File: src/rtl/my_pkg.sv
// my_pkg: shared types for the retire stage.
//   iType_e          decoded operation seen at retire
//   exceptionCode_e  mcause-style exception codes (NE = no exception)
//   sb_entry_t       one store-buffer entry {address, data, byte strobes}
package my_pkg;

  localparam int unsigned DEFAULT_TAG_WIDTH = 3;
  localparam int unsigned XLEN              = 32;

  typedef enum logic [5:0] {
    NOP, LUI, ADD, SUB, SLTU, SLT, XOR, OR, AND, SLL, SRL, SRA,
    LB, LBU, LH, LHU, LW, SB, SH, SW,
    BEQ, BNE, BLT, BLTU, BGE, BGEU, JAL, JALR,
    ECALL, EBREAK, MRET, WFI, FENCE, CSRRW, CSRRS, CSRRC, INVALID
  } iType_e;

  typedef enum logic [5:0] {
    INSTRUCTION_ADDRESS_MISALIGNED = 6'h00,
    ILLEGAL_INSTRUCTION            = 6'h02,
    BREAKPOINT                     = 6'h03,
    ECALL_FROM_MMODE               = 6'h0B,
    NE                             = 6'h3F
  } exceptionCode_e;

  typedef struct packed {
    logic [XLEN-1:0] addr;
    logic [XLEN-1:0] data;
    logic [3:0]      strb;
  } sb_entry_t;

endpackage

File: src/rtl/store_buffer.sv
// store_buffer: circular FIFO of retired stores waiting to drain to memory.
//   push/push_entry  enqueue (accepted when not full, or when full and popping)
//   pop              dequeue head (ignored when empty)
//   head             current head entry, stable until popped
//   full/empty       occupancy flags
//   match_word/match word-address query against every valid entry
module store_buffer
  import my_pkg::*;
#(
  parameter int unsigned SB_DEPTH = 4
) (
  input  logic        clk,
  input  logic        reset_n,
  input  logic        push,
  input  sb_entry_t   push_entry,
  input  logic        pop,
  output sb_entry_t   head,
  output logic        full,
  output logic        empty,
  input  logic [29:0] match_word,
  output logic        match
);

  localparam int unsigned IW = $clog2(SB_DEPTH);
  localparam int unsigned PW = IW + 1;

  logic [PW-1:0]       wr_ptr, rd_ptr;
  logic [IW-1:0]       wr_idx, rd_idx;
  logic [SB_DEPTH-1:0] valid_q;
  sb_entry_t           mem [SB_DEPTH];
  logic                do_push, do_pop;

  assign wr_idx  = wr_ptr[IW-1:0];
  assign rd_idx  = rd_ptr[IW-1:0];
  assign empty   = (wr_ptr == rd_ptr);
  // Same slot index with differing wrap bits means the writer lapped the reader.
  assign full    = (wr_ptr[PW-1] != rd_ptr[PW-1]) && (wr_idx == rd_idx);
  assign do_pop  = pop && !empty;
  assign do_push = push && (!full || do_pop);
  assign head    = mem[rd_idx];

  // Pointers and per-slot valid bits; a push into the slot being popped wins.
  always_ff @(posedge clk or negedge reset_n) begin
    if (!reset_n) begin
      wr_ptr  <= '0;
      rd_ptr  <= '0;
      valid_q <= '0;
    end else begin
      if (do_pop) begin
        rd_ptr          <= rd_ptr + PW'(1);
        valid_q[rd_idx] <= 1'b0;
      end
      if (do_push) begin
        wr_ptr          <= wr_ptr + PW'(1);
        valid_q[wr_idx] <= 1'b1;
      end
    end
  end

  // Entry storage; contents are qualified by valid_q so no reset is needed.
  always_ff @(posedge clk) begin
    if (do_push) mem[wr_idx] <= push_entry;
  end

  // Word-address hit against any occupied slot.
  always_comb begin
    match = 1'b0;
    for (int unsigned i = 0; i < SB_DEPTH; i++) begin
      if (valid_q[IW'(i)] && (mem[IW'(i)].addr[31:2] == match_word)) match = 1'b1;
    end
  end

endmodule

File: src/rtl/retire_sb.sv
// retire_sb: retire stage with a post-retirement store buffer.
//   Inputs : retiring instruction (valid_i, tag_i, operation, results, flags),
//            load data, memory grant for the store-drain port.
//   Outputs: stall/kill, register write, jump redirect, exception/MRET/IRQ ack,
//            store-drain request (mem_*), current tag, retired-instruction count.
// Stores are written to the buffer at retire and drained in order via mem_req_o/
// mem_gnt_i; loads that alias a buffered word stall until that entry drains.
module retire_sb
  import my_pkg::*;
#(
  parameter int unsigned TAG_WIDTH = DEFAULT_TAG_WIDTH,
  parameter int unsigned SB_DEPTH  = 4
) (
  input  logic                 clk,
  input  logic                 reset_n,
  input  logic                 valid_i,
  input  logic [31:0]          instruction_i,
  input  logic [31:0]          pc_i,
  input  logic [1:0][31:0]     results_i,
  input  logic [TAG_WIDTH-1:0] tag_i,
  input  iType_e               instruction_operation_i,
  input  logic                 write_enable_i,
  input  logic                 jump_i,
  input  logic [3:0]           mem_write_enable_i,
  input  logic                 exc_ilegal_inst_i,
  input  logic                 exc_misaligned_fetch_i,
  input  logic                 interrupt_pending_i,
  input  logic [31:0]          mem_data_i,
  output logic                 stall_o,
  output logic                 regbank_write_enable_o,
  output logic [31:0]          regbank_data_o,
  output logic                 jump_o,
  output logic [31:0]          jump_target_o,
  output logic                 killed_o,
  output logic                 mem_req_o,
  input  logic                 mem_gnt_i,
  output logic [31:0]          mem_write_address_o,
  output logic [31:0]          mem_data_o,
  output logic [3:0]           mem_write_enable_o,
  output logic [TAG_WIDTH-1:0] current_retire_tag_o,
  output logic                 raise_exception_o,
  output exceptionCode_e       exception_code_o,
  output logic                 machine_return_o,
  output logic                 interrupt_ack_o,
  output logic [63:0]          instret_o
);

  logic [TAG_WIDTH-1:0] tag_q;
  logic [63:0]          instret_q;
  logic                 is_store, is_load, live, accepted, exc_hit, tag_advance;
  logic                 sb_full, sb_empty, sb_match, sb_pop, sb_push;
  exceptionCode_e       exc_code;
  sb_entry_t            sb_head, sb_in;
  logic [31:0]          byte_word, half_word;
  logic                 unused_sig;

  assign unused_sig = ^{instruction_i, pc_i};

  assign is_store = (instruction_operation_i inside {SB, SH, SW}) && (|mem_write_enable_i);
  assign is_load  = instruction_operation_i inside {LB, LBU, LH, LHU, LW};

  assign killed_o  = valid_i && (tag_i != tag_q);
  assign live      = valid_i && !killed_o;
  assign mem_req_o = !sb_empty;
  assign sb_pop    = mem_req_o && mem_gnt_i;

  // A full buffer only blocks a store when no slot frees up this cycle.
  assign stall_o = live && ((is_store && sb_full && !sb_pop)
                         || (is_load && sb_match)
                         || ((instruction_operation_i == FENCE) && !sb_empty));
  assign accepted = live && !stall_o;

  // Synchronous exceptions in priority order.
  always_comb begin
    exc_hit  = 1'b0;
    exc_code = NE;
    if (exc_ilegal_inst_i) begin
      exc_hit  = 1'b1;
      exc_code = ILLEGAL_INSTRUCTION;
    end else if (exc_misaligned_fetch_i) begin
      exc_hit  = 1'b1;
      exc_code = INSTRUCTION_ADDRESS_MISALIGNED;
    end else if (instruction_operation_i == ECALL) begin
      exc_hit  = 1'b1;
      exc_code = ECALL_FROM_MMODE;
    end else if (instruction_operation_i == EBREAK) begin
      exc_hit  = 1'b1;
      exc_code = BREAKPOINT;
    end
  end

  assign raise_exception_o      = accepted && exc_hit;
  assign exception_code_o       = raise_exception_o ? exc_code : NE;
  assign machine_return_o       = accepted && !exc_hit && (instruction_operation_i == MRET);
  assign interrupt_ack_o        = accepted && !exc_hit && (instruction_operation_i != MRET)
                                  && interrupt_pending_i;
  assign jump_o                 = accepted && !exc_hit && jump_i;
  assign jump_target_o          = results_i[1];
  assign regbank_write_enable_o = accepted && !exc_hit && write_enable_i;
  assign sb_push                = accepted && !exc_hit && is_store;
  assign tag_advance            = jump_o || raise_exception_o || machine_return_o
                                  || interrupt_ack_o;

  // Load alignment: shift the addressed byte/half down to bit 0.
  assign byte_word = mem_data_i >> {results_i[0][1:0], 3'b000};
  assign half_word = mem_data_i >> {results_i[0][1], 4'b0000};

  always_comb begin
    regbank_data_o = results_i[0];
    case (instruction_operation_i)
      LB:      regbank_data_o = {{24{byte_word[7]}}, byte_word[7:0]};
      LBU:     regbank_data_o = {24'h000000, byte_word[7:0]};
      LH:      regbank_data_o = {{16{half_word[15]}}, half_word[15:0]};
      LHU:     regbank_data_o = {16'h0000, half_word[15:0]};
      LW:      regbank_data_o = mem_data_i;
      default: regbank_data_o = results_i[0];
    endcase
  end

  assign sb_in = '{addr: results_i[0], data: results_i[1], strb: mem_write_enable_i};

  store_buffer #(.SB_DEPTH(SB_DEPTH)) u_sb (
    .clk        (clk),
    .reset_n    (reset_n),
    .push       (sb_push),
    .push_entry (sb_in),
    .pop        (sb_pop),
    .head       (sb_head),
    .full       (sb_full),
    .empty      (sb_empty),
    .match_word (results_i[0][31:2]),
    .match      (sb_match)
  );

  assign mem_write_address_o = sb_head.addr;
  assign mem_data_o          = sb_head.data;
  assign mem_write_enable_o  = sb_head.strb;

  // Retire tag and retired-instruction counter.
  always_ff @(posedge clk or negedge reset_n) begin
    if (!reset_n) begin
      tag_q     <= '0;
      instret_q <= '0;
    end else begin
      if (tag_advance) tag_q <= tag_q + TAG_WIDTH'(1);
      if (accepted)    instret_q <= instret_q + 64'd1;
    end
  end

  assign current_retire_tag_o = tag_q;
  assign instret_o            = instret_q;

endmodule
File: config.mk
export PLATFORM = sky130hd
export DESIGN_NAME = retire_sb
export DESIGN_NICKNAME = d
export VERILOG_FILES = /design/src/rtl/my_pkg.sv /design/src/rtl/store_buffer.sv /design/src/rtl/retire_sb.sv
export SDC_FILE = /design/constraint.sdc
export NUM_CORES = 1
export LEC_CHECK = 0
export BUFFER_PORTS_ARGS = -buffer_cell sky130_fd_sc_hd__buf_2
export CAP_MARGIN = 20
export CORE_ASPECT_RATIO = 2
export CORE_MARGIN = 2
export CORE_UTILIZATION = 25
export CTS_CLUSTER_SIZE = 10
export DETAILED_ROUTE_END_ITERATION = 8
export HOLD_SLACK_MARGIN = 0.02
export PLACE_DENSITY = 0.44
export SETUP_SLACK_MARGIN = 0.15
export SYNTH_ARGS = -nofsm -noshare
export SYNTH_HDL_FRONTEND = slang
export SYNTH_SLANG_ARGS = --single-unit
File: constraint.sdc
create_clock -name clk -period 4.65 [get_ports clk]
set_input_delay 0.6975 -clock clk [delete_from_list [all_inputs] [get_ports clk]]
set_output_delay 0.6975 -clock clk [all_outputs]
set_load 0.1 [all_outputs]
==> flow_summary.toml, run 1 <==
[run_status]
status = "finished clean"

[cells_and_area]
nets = 1623
area.growth.synth_to_final_pct = 24.1
fillers = 6628
drive_gt1_frac = 0.346
multiInputGateArea_um2 = 5750
ff_latch_area_um2 = 10100

[drt]
avgRoutedWirePerCell_um = 22.2
drt_drc_violations_left = 0
wirelength_mm = 51.4
drt_pass1_iterations = 5
viasPerCell = 4.64
via_count = 10777
ant_nets = 0
drtIter0Drc = 758

[setup_path]
start_kind = "register"
arrival_ps = 3230
crit_type = "reg -> out"
rr_startpoint = "current_retire_tag_o[0]$_DFFE_PN0P_"
required_ps = 3950
crit_start = "u_sb.rd_ptr[1]$_DFFE_PN0P_"
r2r_slack_ps = 1540
worstPathMaxFanout = 9
critPathCaptureType = "primary output"

[sta]
rsz0062_at_grt = "no"
relSlewSlack = 0.502
clock_skew_ps = 37.7
tightest_slew_ps = 748
slew_viol_final = 0
setup_viol = 0
timing.fmax_ghz = 0.255
fin_crit_sh = 0.844
setup_slack_ps = 724
min_period_ps = 3930
hold_violations = 0
finalSetupTns_ps = 0

[pwr]
p_comb_frac = 0.436
leakagePower_nw = 7.72
swShare = 0.466
finalPower_w = 0.0116
switchingPower_w = 0.00540
power.share.sequential = 0.302
power_density_nw_per_um2 = 568
irDropWorstVdd_mv = 0.455
p_int_w = 0.00618
pwr-share-clk = 0.262

[cts]
tritoncts = "done"
htreeDepth = 2
cts-buffers-inserted = 42
root_buffer = "clkbuf_16"
clock_sinks = 349
clk_pin_slew_ps = 60
clock_path_buffers = 3
postCtsHoldBufs = 0
post_cts_buffers = 0
clk_latency_ps = 570
cts_resized = 0

[yosys]
synth_top_family_by_area = "simple AND/OR/NAND/NOR gates"
ys_warn_count = 0
synthSimpleGateAreaFrac = 0.112
syn_nets = 1341
ys_types = 49
synth_fa_ha_area_frac = 0.00761
synth_common_cells = "edfxtp_1, xnor2_1, dfrtp_1"
synth.most_common_cell = "edfxtp_1"
seq_area_frac_synth = 0.614
synthCells = 1149
synth_mux_area_frac = 0.102
synth.area.top_cells = "edfxtp_1, dfrtp_1, mux4_2"
synth_top_area_share = 0.497
synth_xor_area_frac = 0.104
ys_ff_latch = 349
synthFlopType = "edfxtp_1"
synth_compound_area_frac = 0.0222
synthArstFlopShare = 0.221
synth.avg_cell_area_um2 = 14.3
syn_area_um2 = 16400
synth_edf_count = 272
synth_top_area_cell = "edfxtp_1"

[placed_design]
io_buffers = 330
place.gp.congestion = 0.857
dpl.hpwl_mm = 35.8
dpl_worst_slack_ps = 889

[global_route]
grt_pass1_vias = 11041
grt_pass1_wl_mm = 74.8
grt_overflow = 0
antenna_found_initial = 10
track_usage = 0.149
grt_max_degree = 73

[die]
row_count = 133
dieArea_um2 = 67900
start_util = 0.251
core_area_um2 = 65400
pin_count = 395
die_height_um = 367
die_w_um = 185

[hold_path]
hold_class = "in -> async"

[run]
drv_cap = 0
==> metal layers <==
metal | wire [um] | track usage | up-vias
li1 | - | - | 4878
met1 | 22800 | 0.207 | 5340
met2 | 22600 | 0.225 | 466
met3 | 4660 | 0.0404 | 81
met4 | 1330 | 0.0478 | 12
met5 | 71 | 0 | -
==> cells by family after synthesis <==
kind of cell	count (synthesis)
buffers and inverters	129
DFF	349
muxes	80
xor gates and xnor gates	195
and+or+nand+nor	332
AOI/OAI and AO/OA	54
adders and majority gates	10
==> cell usage in the layout, fill, tap and decap left out, drive strengths merged, types with 4 or more instances in the layout <==
cell type and n:
nand4 50, a22oi 10, ha 10, nand3 70
a21oi 13, nor2b 4, a221oi 7, nor4 34
edfxtp 272, inv 12, nand2 55, dfrtp 77
nor2 22, xor2 66, and3 18, mux2 6
buf 354, clkbuf 48, clkinv 5, or3 4
nor3 47, mux4 69, xnor2 129, o21ai 11
and4 5, mux2i 5, nor4b 5, and2 4
==> path summary, 6_finish.rpt <==
path / end / depth (start not counted)
worst max-delay path: machine_return_o / 7
worst min-delay path: instret_o[48]$_DFFE_PN0P_ / 1
worst max register to register: u_sb.mem[3][22]$_DFFE_PP_ / 8
worst min register to register: instret_o[63]$_DFFE_PN0P_ / 1
max in group asynchronous: instret_o[5]$_DFFE_PN0P_ / 2
min in group clk: u_sb.mem[1][23]$_DFFE_PP_ / 1
==> flip-flops by register name (all words and copies together) (netlist names) <==
name / flops
u_sb.mem: 272
u_sb.rd_ptr: 3
current_retire_tag_o: 3
u_sb.wr_ptr: 3
instret_o: 64
u_sb.valid_q: 4
==> through the flow <==
step | cells | hold WS, ps | util | area, um2
finish | 2321 | 196 | 0.312 | 20400
global route | 2319 | 247 | 0.312 | 20400
CTS | 2319 | 199 | 0.312 | 20400
detailed placement | 2264 | 462 | 0.293 | 19200
global placement | 2264 | 461 | 0.293 | 19200
floorplan | 1149 | 402 | - | 16500
==> critical path, cell delays in order (launching register included) <==
cell	delay, ps
dfrtp_4	470
xor2_1	160
or3_1	500
a21boi_1	220
nand2b_1	220
nor2_1	460
and3_1	230
buf_2	420
==> layout make-up <==
cell class	instances	area share
tap	877	0.0538
multi-input combinational	671	0.282
antenna	2	0.000245
timing repair buffer	354	0.107
clock buffer	48	0.0542
inverter	13	0.00264
clock inverter	7	0.00491
sequential	349	0.495
==> power by group through the flow <==
stage               Sequential, W  Combinational [W]  Clock, W
global route              0.00351            0.00525   0.00325
floorplan                 0.00383            0.00390         0
detailed placement        0.00357            0.00512         0
CTS                       0.00350            0.00513   0.00315
global placement          0.00357            0.00511         0
finish                    0.00350            0.00505   0.00303
(Power assumes the default switching activity.)
==> run 2, diff against run 1 <==
==> constraint.sdc (replaced) <==
create_clock -name clk -period 3.8 [get_ports clk]
set_input_delay 0.57 -clock clk [delete_from_list [all_inputs] [get_ports clk]]
set_output_delay 0.57 -clock clk [all_outputs]
set_load 0.1 [all_outputs]
==> run 2 against run 1 <==
Register-to-register slack got worse by 840 ps; setup slack got worse by 440 ps; non-clock buffer count increased by 7.
==> flow_summary.toml, run 2 (synthesized netlist as in run 1, its figures left out) <==
[die]
pin_count = 395
row_count = 133
start_util = 0.251
die_height_um = 367
core_area_um2 = 65400
die_w_um = 185
dieArea_um2 = 67900

[setup_path]
start_kind = "register"
rr_endpoint = "instret_o[41]$_DFFE_PN0P_"
r2r_slack_ps = 700
critPathCaptureType = "primary output"
required_ps = 3230
reg2reg_depth = 9
crit_type = "reg -> out"
worstPathMaxFanout = 5
arrival_ps = 2950
rr_startpoint = "u_sb.mem[1][42]$_DFFE_PP_"

[drt]
avgRoutedWirePerCell_um = 21.9
drt_drc_violations_left = 0
via_count = 10893
viasPerCell = 4.66
wirelength_mm = 51.1
drtIter0Drc = 610
ant_nets = 0
drt_pass1_iterations = 5

[sta]
timing.fmax_ghz = 0.284
min_period_ps = 3520
fin_crit_sh = 0.925
hold_violations = 0
finalSetupTns_ps = 0
relSlewSlack = 0.453
clock_skew_ps = 14.7
slew_viol_final = 0
setup_viol = 0
rsz0062_at_grt = "no"
tightest_slew_ps = 813
setup_slack_ps = 284

[cells_and_area]
layout.cells.most_common_list = "buf_2, edfxtp_1, xnor2_1"
nets = 1630
n_antenna_cell = 0
regMostFlops = "u_sb.mem"
instances_no_fill = 2336
fillers = 6596
drive_gt1_frac = 0.357
largest_reg_flops = 272
final_common_cell = "buf_2"
area.growth.synth_to_final_pct = 25.6

[placed_design]
placed_cells = 2270
dpl_worst_slack_ps = 184
dpl.hpwl_mm = 35.5
place.gp.congestion = 0.845
io_buffers = 330

[global_route]
grt_pass1_wl_mm = 74.6
track_usage = 0.149
grt_pass1_vias = 11103
antenna_found_initial = 9
grt_overflow = 0
grt_max_degree = 73

[cts]
clk_latency_ps = 560
clk_pin_slew_ps = 60
clock_path_buffers = 3
tritoncts = "done"
cts-buffers-inserted = 42
root_buffer = "clkbuf_16"
htreeDepth = 2
clock_sinks = 349

[pwr]
leakagePower_nw = 7.79
irDropWorstVdd_mv = 0.541
finalPower_w = 0.0142
power_density_nw_per_um2 = 689

[hold_path]
hold_class = "in -> async"

[run]
drv_cap = 0

[run_status]
status = "finished clean"
## run 2: changes by cell type in the layout (fill, tap and decap cells not counted), moves of 4 or more
| cell | delta |
|---|---|
| a21oi_1 | -7 |
| a21oi_2 | +7 |
| buf_12 | +7 |
| buf_2 | -7 |
| buf_4 | +6 |
| clkbuf_1 | +12 |
| nor4_1 | -4 |
| nor4_2 | +4 |
| o21ai_0 | -5 |
| o21ai_1 | +5 |
## run 2: worst max-delay path: stages, from the launching register on
cell and delay [ps]:
edfxtp_1 400, xnor2_1 360, nand4_1 170, nor4_2 400
a22oi_2 190, a21oi_4 270, buf_4 200, nor3_4 60
clkinvlp_4 150, buf_12 190
## run 2: per-stage QoR
stage	hold WS (ps)	utilization	instance area [um2]
finish	66.1	0.316	20600
global route	116	0.316	20600
CTS	77.9	0.315	20600
detailed placement	468	0.296	19400
global placement	452	0.296	19400
floorplan	274	-	16600
## run 2: worst max path at each step
stage,start,to,slack (ps),cells past startpoint
floorplan,u_sb.rd_ptr[1]$_DFFE_PN0P_,exception_code_o[4],-760,11
global placement,results_i[31],instret_o[41]$_DFFE_PN0P_,190,10
finish,u_sb.mem[1][42]$_DFFE_PP_,exception_code_o[2],280,9
detailed placement,results_i[31],instret_o[41]$_DFFE_PN0P_,180,10
global route,u_sb.mem[3][67]$_DFFE_PP_,exception_code_o[5],170,9
CTS,u_sb.rd_ptr[1]$_DFFE_PN0P_,mem_write_address_o[21],150,4
## run 2: final cells by class
| class | count | area [um2] | area share |
|---|---|---|---|
| clock buffer | 59 | 1140 | 0.0550 |
| multi-input combinational | 671 | 5830 | 0.283 |
| timing repair buffer | 361 | 2340 | 0.113 |
| clock inverter | 6 | 75.1 | 0.00364 |
| tap | 877 | 1100 | 0.0532 |
| inverter | 13 | 56.3 | 0.00273 |
| sequential | 349 | 10100 | 0.490 |
## run 2: metal layers
layer  GRT usage  share of wire  up-vias  wire, um
li1            -              -     4895         -
met1       0.204           0.44     5426     22300
met2       0.221           0.43      472     22200
met3      0.0449          0.097       82      4940
met4      0.0536          0.031       18      1590
met5           0         0.0023        -       115
## run 2: repair_timing
| action | 4_1_cts | 5_1_grt |
|---|---|---|
| setup endpoints to repair | 11 | 12 |
| resized for setup | 2 | 9 |
| pin swaps | 0 | 1 |
| hold buffers | 0 | 0 |
| setup buffers | 0 | 1 |
## run 2: power breakdown
group	total [W]	switching, W	internal [W]
combinational	0.00623	0.00496	0.00127
sequential	0.00429	0.0000847	0.00420
clock	0.00372	0.00158	0.00214
total	0.0142	0.00662	0.00761
